## config.mk

```make
export PLATFORM = sky130hd
export DESIGN_NAME = stage_fetch_queue_flat
export DESIGN_NICKNAME = d
export VERILOG_FILES = /design/src/rtl/stage_fetch_queue_if.sv /design/src/rtl/stage_fetch_queue.sv /design/src/flat_wrapper.sv
export SDC_FILE = /design/constraint.sdc
export NUM_CORES = 1
export LEC_CHECK = 0
export BUFFER_PORTS_ARGS = -buffer_cell sky130_fd_sc_hd__buf_4
export CORE_ASPECT_RATIO = 0.6
export CORE_MARGIN = 3
export CORE_UTILIZATION = 50
export DETAILED_ROUTE_END_ITERATION = 8
export PLACE_DENSITY_LB_ADDON = 0.08
export RECOVER_POWER = 100
export SYNTH_ARGS = -nofsm -noshare
export SYNTH_HDL_FRONTEND = slang
export SYNTH_SLANG_ARGS = --single-unit
```

## constraint.sdc

```tcl
create_clock -name clk -period 3.4 [get_ports clk]
set_input_delay 0.85 -clock clk [delete_from_list [all_inputs] [get_ports clk]]
set_output_delay 0.85 -clock clk [all_outputs]
set_load 0.02 [all_outputs]
```

## src/rtl/stage_fetch_queue_if.sv

```systemverilog
// Signal bundle between the line fetch stage, decode, the redirect source and the icache line port.
// master is the fetch stage's view; slave is the view of whatever drives it (decode, memory, bench).
interface stage_fetch_queue_if #(
  parameter int CACHE_LINE_SIZE = 128
);
  logic                       in_redirect;
  logic [31:0]                in_redirect_pc;
  logic                       in_ready;
  logic [CACHE_LINE_SIZE-1:0] in_mem_read_data;
  logic                       in_mem_ready;
  logic                       out_valid;
  logic [31:0]                out_PC;
  logic [31:0]                out_instruction;
  logic [2:0]                 out_exception_vector;
  logic                       out_busy;
  logic                       out_mem_read_en;
  logic                       out_mem_write_en;
  logic [31:0]                out_mem_addr;
  logic [CACHE_LINE_SIZE-1:0] out_mem_write_data;

  modport master (
    input  in_redirect, in_redirect_pc, in_ready, in_mem_read_data, in_mem_ready,
    output out_valid, out_PC, out_instruction, out_exception_vector, out_busy,
           out_mem_read_en, out_mem_write_en, out_mem_addr, out_mem_write_data
  );

  modport slave (
    output in_redirect, in_redirect_pc, in_ready, in_mem_read_data, in_mem_ready,
    input  out_valid, out_PC, out_instruction, out_exception_vector, out_busy,
           out_mem_read_en, out_mem_write_en, out_mem_addr, out_mem_write_data
  );
endinterface

```

## src/rtl/stage_fetch_queue.sv

```systemverilog
// Line-based fetch stage: one buffered cache line is sliced into 32-bit words and fed
// through a small instruction queue to decode; redirects flush the queue in one cycle.
module stage_fetch_queue #(
  parameter int          CACHE_LINE_SIZE = 128,
  parameter int          FETCH_DEPTH     = 4,
  parameter logic [31:0] INIT_ADDR       = 32'h200
) (
  input logic                 clk,
  input logic                 reset,
  stage_fetch_queue_if.master bus
);
  localparam int WPL      = CACHE_LINE_SIZE / 32;
  localparam int IDX_BITS = $clog2(WPL);
  localparam int OFF_BITS = IDX_BITS + 2;
  localparam int TAG_BITS = 32 - OFF_BITS;
  localparam int PTR_W    = $clog2(FETCH_DEPTH);

  localparam logic [PTR_W:0]   DEPTH_CNT = (PTR_W+1)'(FETCH_DEPTH);
  localparam logic [PTR_W:0]   CNT_ONE   = (PTR_W+1)'(1);
  localparam logic [PTR_W-1:0] PTR_ONE   = PTR_W'(1);
  localparam logic [31:0]      NOP_INSTR = 32'h0000_0013;

  typedef enum logic [1:0] {S_IDLE, S_REQ, S_DISCARD} state_t;

  state_t                     state, state_next;
  logic [31:0]                fetch_pc;
  logic [31:0]                req_addr;
  logic [CACHE_LINE_SIZE-1:0] line_buf;
  logic [TAG_BITS-1:0]        line_tag;
  logic                       line_valid;
  logic                       halted;

  logic [31:0]                q_pc    [FETCH_DEPTH];
  logic [31:0]                q_instr [FETCH_DEPTH];
  logic [2:0]                 q_exc   [FETCH_DEPTH];
  logic [PTR_W-1:0]           rd_ptr, wr_ptr;
  logic [PTR_W:0]             count;

  logic                       hit, misaligned, has_entry, pop, push, install, start_req;
  logic [IDX_BITS-1:0]        word_idx;
  logic [31:0]                line_word, push_instr;
  logic [2:0]                 push_exc;

  assign hit        = line_valid && (fetch_pc[31:OFF_BITS] == line_tag);
  assign misaligned = fetch_pc[1:0] != 2'b00;
  assign word_idx   = fetch_pc[OFF_BITS-1:2];
  assign line_word  = line_buf[{word_idx, 5'b00000} +: 32];
  assign has_entry  = count != '0;
  assign pop        = has_entry && bus.in_ready;
  // A misaligned PC produces one poisoned entry instead of a line lookup.
  assign push       = !bus.in_redirect && !halted && (misaligned || hit) &&
                      ((count < DEPTH_CNT) || pop);
  assign push_instr = misaligned ? NOP_INSTR : line_word;
  assign push_exc   = misaligned ? 3'b001 : 3'b000;
  assign install    = (state == S_REQ) && bus.in_mem_ready && !bus.in_redirect;
  assign start_req  = (state == S_IDLE) && (state_next == S_REQ);

  always_ff @(posedge clk) begin
    if (!reset) state <= S_IDLE;
    else        state <= state_next;
  end

  always_comb begin
    state_next = state;
    case (state)
      S_IDLE: begin
        if (!bus.in_redirect && !hit && !halted && !misaligned) state_next = S_REQ;
      end
      S_REQ: begin
        if (bus.in_redirect)       state_next = bus.in_mem_ready ? S_IDLE : S_DISCARD;
        else if (bus.in_mem_ready) state_next = S_IDLE;
      end
      S_DISCARD: begin
        if (bus.in_mem_ready) state_next = S_IDLE;
      end
      default: state_next = S_IDLE;
    endcase
  end

  // The line buffer survives redirects so a branch back into the current line needs no request.
  always_ff @(posedge clk) begin
    if (!reset) begin
      fetch_pc   <= INIT_ADDR;
      req_addr   <= '0;
      line_buf   <= '0;
      line_tag   <= '0;
      line_valid <= 1'b0;
      halted     <= 1'b0;
      rd_ptr     <= '0;
      wr_ptr     <= '0;
      count      <= '0;
    end else begin
      if (start_req) req_addr <= {fetch_pc[31:OFF_BITS], {OFF_BITS{1'b0}}};
      if (install) begin
        line_buf   <= bus.in_mem_read_data;
        line_tag   <= req_addr[31:OFF_BITS];
        line_valid <= 1'b1;
      end
      if (bus.in_redirect) begin
        fetch_pc <= bus.in_redirect_pc;
        halted   <= 1'b0;
        rd_ptr   <= '0;
        wr_ptr   <= '0;
        count    <= '0;
      end else begin
        if (push) begin
          wr_ptr <= wr_ptr + PTR_ONE;
          if (misaligned) halted   <= 1'b1;
          else            fetch_pc <= fetch_pc + 32'd4;
        end
        if (pop) rd_ptr <= rd_ptr + PTR_ONE;
        if (push && !pop)      count <= count + CNT_ONE;
        else if (!push && pop) count <= count - CNT_ONE;
      end
    end
  end

  always_ff @(posedge clk) begin
    if (push) begin
      q_pc[wr_ptr]    <= fetch_pc;
      q_instr[wr_ptr] <= push_instr;
      q_exc[wr_ptr]   <= push_exc;
    end
  end

  assign bus.out_valid            = has_entry;
  assign bus.out_PC               = has_entry ? q_pc[rd_ptr]    : 32'h0;
  assign bus.out_instruction      = has_entry ? q_instr[rd_ptr] : 32'h0;
  assign bus.out_exception_vector = has_entry ? q_exc[rd_ptr]   : 3'b000;
  assign bus.out_busy             = state != S_IDLE;
  assign bus.out_mem_read_en      = state != S_IDLE;
  assign bus.out_mem_addr         = req_addr;
  assign bus.out_mem_write_en     = 1'b0;
  assign bus.out_mem_write_data   = '0;
endmodule
```

## src/flat_wrapper.sv

```systemverilog
// flat-port wrapper written by rule: the top's interface ports become plain ports
module stage_fetch_queue_flat 
#(
  parameter int          CACHE_LINE_SIZE = 128,
  parameter int          FETCH_DEPTH     = 4,
  parameter logic [31:0] INIT_ADDR       = 32'h200
)
  (clk, reset, bus_in_redirect, bus_in_redirect_pc, bus_in_ready, bus_in_mem_read_data, bus_in_mem_ready, bus_out_valid, bus_out_PC, bus_out_instruction, bus_out_exception_vector, bus_out_busy, bus_out_mem_read_en, bus_out_mem_write_en, bus_out_mem_addr, bus_out_mem_write_data);
  stage_fetch_queue_if #(.CACHE_LINE_SIZE(CACHE_LINE_SIZE)) bus_i ();
  input logic clk;
  input logic reset;
  input wire logic [$bits(bus_i.in_redirect)-1:0] bus_in_redirect;
  input wire logic [$bits(bus_i.in_redirect_pc)-1:0] bus_in_redirect_pc;
  input wire logic [$bits(bus_i.in_ready)-1:0] bus_in_ready;
  input wire logic [$bits(bus_i.in_mem_read_data)-1:0] bus_in_mem_read_data;
  input wire logic [$bits(bus_i.in_mem_ready)-1:0] bus_in_mem_ready;
  output wire logic [$bits(bus_i.out_valid)-1:0] bus_out_valid;
  output wire logic [$bits(bus_i.out_PC)-1:0] bus_out_PC;
  output wire logic [$bits(bus_i.out_instruction)-1:0] bus_out_instruction;
  output wire logic [$bits(bus_i.out_exception_vector)-1:0] bus_out_exception_vector;
  output wire logic [$bits(bus_i.out_busy)-1:0] bus_out_busy;
  output wire logic [$bits(bus_i.out_mem_read_en)-1:0] bus_out_mem_read_en;
  output wire logic [$bits(bus_i.out_mem_write_en)-1:0] bus_out_mem_write_en;
  output wire logic [$bits(bus_i.out_mem_addr)-1:0] bus_out_mem_addr;
  output wire logic [$bits(bus_i.out_mem_write_data)-1:0] bus_out_mem_write_data;
  assign bus_i.in_redirect = bus_in_redirect;
  assign bus_i.in_redirect_pc = bus_in_redirect_pc;
  assign bus_i.in_ready = bus_in_ready;
  assign bus_i.in_mem_read_data = bus_in_mem_read_data;
  assign bus_i.in_mem_ready = bus_in_mem_ready;
  assign bus_out_valid = bus_i.out_valid;
  assign bus_out_PC = bus_i.out_PC;
  assign bus_out_instruction = bus_i.out_instruction;
  assign bus_out_exception_vector = bus_i.out_exception_vector;
  assign bus_out_busy = bus_i.out_busy;
  assign bus_out_mem_read_en = bus_i.out_mem_read_en;
  assign bus_out_mem_write_en = bus_i.out_mem_write_en;
  assign bus_out_mem_addr = bus_i.out_mem_addr;
  assign bus_out_mem_write_data = bus_i.out_mem_write_data;
  stage_fetch_queue #(.CACHE_LINE_SIZE(CACHE_LINE_SIZE), .FETCH_DEPTH(FETCH_DEPTH), .INIT_ADDR(INIT_ADDR)) u_core (.clk(clk), .reset(reset), .bus(bus_i));
endmodule
```

==> metrics.txt, run 1 <==
gp weighted congestion=0.9523; failing checks=max-capacitance violations, max-slew violations; worst vdd ir=0.0002999 V; Netlist cell types=64; crit path launch type=flip-flop; Site Rows=57; Slew HR=-0.1516; post-CTS sizing=0; port bufs=260; Worst EP required=2.55 ns; worst skew pair latency=0.55 ns; DR DRC count=0; Post-synth ARST share=0; Crit Path Category=flip-flop to output pin; final slew viol count=77; Die Y-Extent=165.2 um; setup_tns=0 ns; LEAKAGE=0.008995 uW; post-synth top area share=0.3696; H-tree depth=2; met3 Use GR=0.06094; first-pass GRT wire length=83.70 mm; die width=271.3 um; Top FF cell, synth=edfxtp_1; Critical Path AT=2.39 ns; final clock skew=0.01548 ns; GRT busiest layer=met1; CTS tree=built; CORE AREA=41080 um^2; die area=44830 um^2; minimum clock period=3.241 ns; Wirelength per Cell=21.64 um; final WL=57.30 mm; Num CTS Buffers=45; crit-path cells=buf_16 -> mux4_2 -> and2_0 -> buf_4; Crit. End Element=output pin; slowest stage delay, CP=0.60 ns; family with the most delay on the worst path=multiplexers; Vias/cell=5.392; leading area contributor after synthesis=edfxtp_1; final hold vios=0; Final Core Density=0.5983; met2 usage=0.3215; final net count=2220; vias in the first global route=13129; routed vias=14279; Critical-path top delay cell=mux4_2; syn_area_per_cell=11.77 um^2; Tcrit/Tclk final=0.9531; I/O Pins=396; met1 usage=0.4128; max_cap viols=2; Hold Crit Class=flip-flop to flip-flop; clk sinks=489; post-synthesis register bit count=489; First DRT Iteration DRCs=1325; antenna violations before repair=6; post-route non-filler standard cell count=2648; maximum clock path buffer count=3; run status=finished with violations; number of routed nets with antenna violations=0; Post-synth EDFFs=260; sequential cell area fraction in the yosys report=0.5867; setup bufs post-CTS=0; root buffer cell=clkbuf_16; final hold slack=0.4517 ns; aggregate global-route resource usage=0.2488; synthesized area=21120 um^2; Final setup viols=0; Reg clk slew, reported paths=0.06 ns; synthesis-to-layout area growth=16.37%; Worst Path Max Fanout=38; WP buf/inv=2; hold_buf cts=0; share of layout cells above drive strength 1=0.2112; Power Dens Cells=517.1 nW/um^2; total gr overflow=0; Max Fclk=308.6 MHz; most numerous cell in the Yosys netlist=nand2_1; cell total after placement=2561; Least-Margin Pin Slew=1.727 ns; Mapped Cells=1794; Starting Density=0.5142; DRT Pass-1 Iters=5; Area contributors post-synth=edfxtp_1 37%, dfxtp_1 22%, mux4_2 10%; RSZ-0062 raised after global routing=false; Syn. warnings=0; commonest cells in the netlist=388 x nand2_1, 260 x edfxtp_1, 229 x dfxtp_1; largest net degree at the start of global routing=73; dpl hpwl=40.31 mm
## through the flow
| stage | instance area (um^2) | total power [uW] | worst slack, ns |
|---|---|---|---|
| finish | 24580 | 12710 | 0.1594 |
| global route | 24570 | 13160 | 0.009149 |
| CTS | 25020 | 12860 | 0.09250 |
| detailed placement | 23550 | 7874 | 0.1850 |
| global placement | 23550 | 7862 | 0.1416 |
| floorplan | 21630 | 7388 | 0.3718 |
## registers in the layout, summed over array words and instances, names as in the netlist, 3 cells and up, named ones only
name	flops
u_core.bus.out_mem_addr	28
u_core.count	3
u_core.q_instr	128
u_core.line_buf	128
u_core.q_pc	128
u_core.fetch_pc	32
u_core.line_tag	28
u_core.q_exc	4
## cells by family after synthesis
logic type / after synthesis / synth area share
xor gates and xnor gates: 27 / 0.01120
DFF: 489 / 0.5867
and+or+nand+nor: 630 / 0.1390
other: 1 / 0.0001775
muxes: 136 / 0.1221
adders and majority gates: 7 / 0.004502
AOI/OAI and AO/OA: 241 / 0.06338
buffers and inverters: 263 / 0.07298
## where the power goes
group	total [uW]	switching (uW)	internal, uW
Clock	5020	2140	2880
Sequential	6390	69.0	6320
Combinational	1300	837	459
Total	12700	3050	9660
## layer usage
metal,part of all wire,up-vias
li1,-,6605
met1,0.49,7072
met2,0.40,531
met3,0.095,69
met4,0.019,2
met5,0.00035,-
## cells in the final DEF, fill, tap and decap left out, types with 25 or more instances in the layout
cell / Yosys / layout
and2_1: 70 / 25
buf_4: 136 / 220
nor2b_1: 38 / 38
o21ai_0: 24 / 27
a21oi_1: 163 / 163
dfxtp_1: 229 / 227
mux2i_1: 35 / 35
clkbuf_16: 0 / 48
mux4_2: 97 / 97
conb_1: 1 / 135
and2_0: 1 / 46
clkbuf_1: 95 / 85
edfxtp_1: 260 / 260
nand2_1: 388 / 388
## final cells by class
type,count,area (um^2)
diodes,5,12.51
inverters,11,41.29
flip-flops and latches,489,12400
repair buffers,325,2255
clock buffers,68,1336
fillers,3513,16500
well taps,560,700.7
multi-input cells,1176,7704
clock inverters,14,133.9
## final timing paths
path                        endpoint  slack, ns  depth (start not counted)                 from
min reg2reg      u_core.line_buf[46]       0.45                          2  u_core.line_buf[46]
min              u_core.line_buf[46]       0.45                          2  u_core.line_buf[46]
max reg2reg      u_core.fetch_pc[10]       0.16                          7  u_core.fetch_pc[23]
max          bus_out_instruction[27]       0.16                          4            flip-flop
## tightest hold or removal path, stage by stage, from the launching register on
cell and delay (ns):
dfxtp_1 0.30, nand2_1 0.05, a21oi_1 0.05
(Power assumes the default switching activity.)
==> run 2, diff against run 1 <==
- GPL_TIMING_DRIVEN: default -> 0
==> run 2 against run 1 <==
Compared with the run above: the run now ends clean; register-to-register slack got worse by 0.07 ns; clock skew increased by 0.0033 ns; die area did not move; critical path depth rose by 5.
==> metrics.txt, run 2 (synthesis gave the netlist of run 1 again) <==
maximum clock path buffer count=3 (unchanged); largest net degree at the start of global routing=57 (was 73); Wirelength per Cell=21.85 um (was 21.64 um); Reg area=12410 um^2 (was 12400 um^2); setup_tns=0 ns (unchanged); final clock skew=0.01878 ns (was 0.01548 ns); Hold Crit Start=u_core.line_buf[52] (was u_core.line_buf[46]); Overall Power=12890 uW (was 12710 uW); # fillers=3384 (was 3513); Worst EP required=3.86 ns (was 2.55 ns); dpl ws=-0.4036 ns (was 0.1850 ns); CP most frequent cell=clkbuf_2; R2R Path End=u_core.fetch_pc[23] (was u_core.fetch_pc[10]); Hold Crit Class=flip-flop to flip-flop (unchanged); die width=271.3 um (unchanged); I/O Pins=396 (unchanged); Worst Hold Endpoint=u_core.line_buf[52] (was u_core.line_buf[46]); final slew viol count=0 (was 77); DR DRC count=0 (unchanged); Worst path depth=9 (was 4); H-tree depth=2 (unchanged); Slew HR=0.3670 (was -0.1516); First DRT Iteration DRCs=1607 (was 1325); final net count=2410 (was 2220); gp weighted congestion=0.9465 (was 0.9523); routed vias=15203 (was 14279); Die Y-Extent=165.2 um (unchanged); Max Fclk=301.8 MHz (was 308.6 MHz); CTS tree=built (unchanged); commonest non-fill, non-tap cell in the layout=nand2_1 (unchanged); Final Core Density=0.6284 (was 0.5983); most frequent cells in the layout=388 x nand2_1, 356 x buf_4, 260 x edfxtp_1, 217 x dfxtp_1, 162 x a21oi_1 (was 388 x nand2_1, 260 x edfxtp_1, 227 x dfxtp_1, 220 x buf_4, 163 x a21oi_1); WP buf/inv=3 (was 2); hold_buf cts=0 (unchanged); Num CTS Buffers=45 (unchanged); crit-path cells=clkbuf_2 -> xnor2_1 -> nor4bb_1 -> nand4_1 -> nor3_2 -> clkbuf_1 -> clkbuf_2 -> o21ai_0 -> a31oi_1 (was buf_16 -> mux4_2 -> and2_0 -> buf_4); final worst setup slack=0.08649 ns (was 0.1594 ns); slowest stage delay, CP=0.48 ns (was 0.60 ns); antenna violations before repair=1 (was 6); Power Dens Cells=499.3 nW/um^2 (was 517.1 nW/um^2); die area=44830 um^2 (unchanged); Crit Path Category=flip-flop to flip-flop (was flip-flop to output pin); Starting Density=0.5142 (unchanged); worst r2r path cells=9 (was 7); RSZ-0062 raised after global routing=false (unchanged); Final setup viols=0 (unchanged); family with the most delay on the worst path=buffers and inverters (was multiplexers); CORE AREA=41080 um^2 (unchanged); Critical Path AT=3.77 ns (was 2.39 ns); run status=finished, final reports clean (was finished with violations); vias in the first global route=14477 (was 13129); clk sinks=489 (unchanged); minimum clock period=3.314 ns (was 3.241 ns); Vias/cell=5.363 (was 5.392); aggregate global-route resource usage=0.2717 (was 0.2488); biggest regs=u_core.line_buf x128, u_core.q_instr x128, u_core.q_pc x128 (unchanged); Critical-path top delay cell=dfxtp_1 (was mux4_2); crit path launch type=flip-flop (unchanged); worst vdd ir=0.0003846 V (was 0.0002999 V); dpl hpwl=46.07 mm (was 40.31 mm); synthesis-to-layout area growth=22.21% (was 16.37%); root buffer cell=clkbuf_16 (unchanged); number of routed nets with antenna violations=0 (unchanged); LEAKAGE=0.009816 uW (was 0.008995 uW); hold depth=2 (unchanged); max_cap viols=0 (was 2); worst skew pair latency=0.56 ns (was 0.55 ns); final WL=61.94 mm (was 57.30 mm); Least-Margin Pin Slew=0.9495 ns (was 1.727 ns); footprint of the multi-input gates=7764 um^2 (was 7704 um^2); total gr overflow=0 (unchanged); Crit. End Element=flip-flop (was output pin); Tcrit/Tclk final=0.9746 (was 0.9531); first-pass GRT wire length=90.29 mm (was 83.70 mm); worst r2r src=u_core.fetch_pc[20] (was u_core.fetch_pc[23]); Site Rows=57 (unchanged); DRT Pass-1 Iters=6 (was 5); Worst Path Max Fanout=10 (was 38); Reg clk slew, reported paths=0.07 ns (was 0.06 ns); port bufs=259 (was 260); share of layout cells above drive strength 1=0.2656 (was 0.2112); final hold vios=0 (unchanged); Reg2Reg Setup Slack=0.09 ns (was 0.16 ns)
run 2: cell count changes in the layout (fill, tap and decap cells not counted), moves of 5 or more:
cell,change
dfxtp_1,-10
buf_12,-7
clkbuf_1,+39
buf_1,+5
buf_4,+136
clkbuf_4,+5
dfxtp_2,+9
run 2: worst register-to-register path, stage by stage, from the launching register on:
cell and delay (ns):
dfxtp_1 0.48, clkbuf_2 0.33, xnor2_1 0.19, nor4bb_1 0.31, nand4_1 0.22, nor3_2 0.47, clkbuf_1 0.48, clkbuf_2 0.38
o21ai_0 0.14, a31oi_1 0.21
run 2: worst max-delay path by stage:
stage | startpoint | end | slack [ns]
after floorplan | u_core.fetch_pc[12] | u_core.q_exc[0] | 0.37
after global placement | u_core.fetch_pc[26] | u_core.q_instr[1][23] | -0.71
after detailed placement | bus_in_redirect | u_core.fetch_pc[23] | -0.40
after CTS | flip-flop | bus_out_PC[9] | 0.003
after global routing | flip-flop | bus_out_instruction[29] | 0.003
final | u_core.fetch_pc[20] | u_core.fetch_pc[23] | 0.09
run 2: what timing repair did:
item	in CTS	in global routing
endpoints found under the setup margin	59	89
pin swaps	1	2
buffers inserted	0	2
gates resized for setup	45	31
run 2: final cells by class:
cell class / instances / share of cell area
Buffer: 250 / 0.05938
Clock buffer: 68 / 0.05167
Clock inverter: 15 / 0.005089
Sequential cell: 489 / 0.4808
Multi-Input combinational cell: 1176 / 0.3008
Inverter: 11 / 0.001600
Timing Repair Buffer: 265 / 0.07343
Tap cell: 560 / 0.02714
Antenna cell: 1 / 0.00009694
run 2: power breakdown:
part / switching, uW / total [uW] / internal [uW]
Combinational: 810 / 1390 / 579
Sequential: 143 / 6470 / 6320
Clock: 2230 / 5040 / 2810
Total: 3180 / 12900 / 9710
run 2: metrics by stage:
stage	cells	instance area (um^2)	hold slack, ns
finish	2835	25810	0.4543
CTS	2834	25920	0.4556
global route	2834	25810	0.4711
global placement	2747	24280	0.4389
detailed placement	2751	24400	0.4465
floorplan	1928	21630	0.4331
run 2: layer usage:
metal / vias to the layer above / routed length (um) / share of wire / track usage
met4: 0 / 1121 / 0.018 / 0.05845
met1: 7472 / 28780 / 0.46 / 0.4271
li1: 6987 / - / - / -
met2: 673 / 26710 / 0.43 / 0.3953
met3: 71 / 5335 / 0.086 / 0.04592
met5: - / 0 / 0 / 0
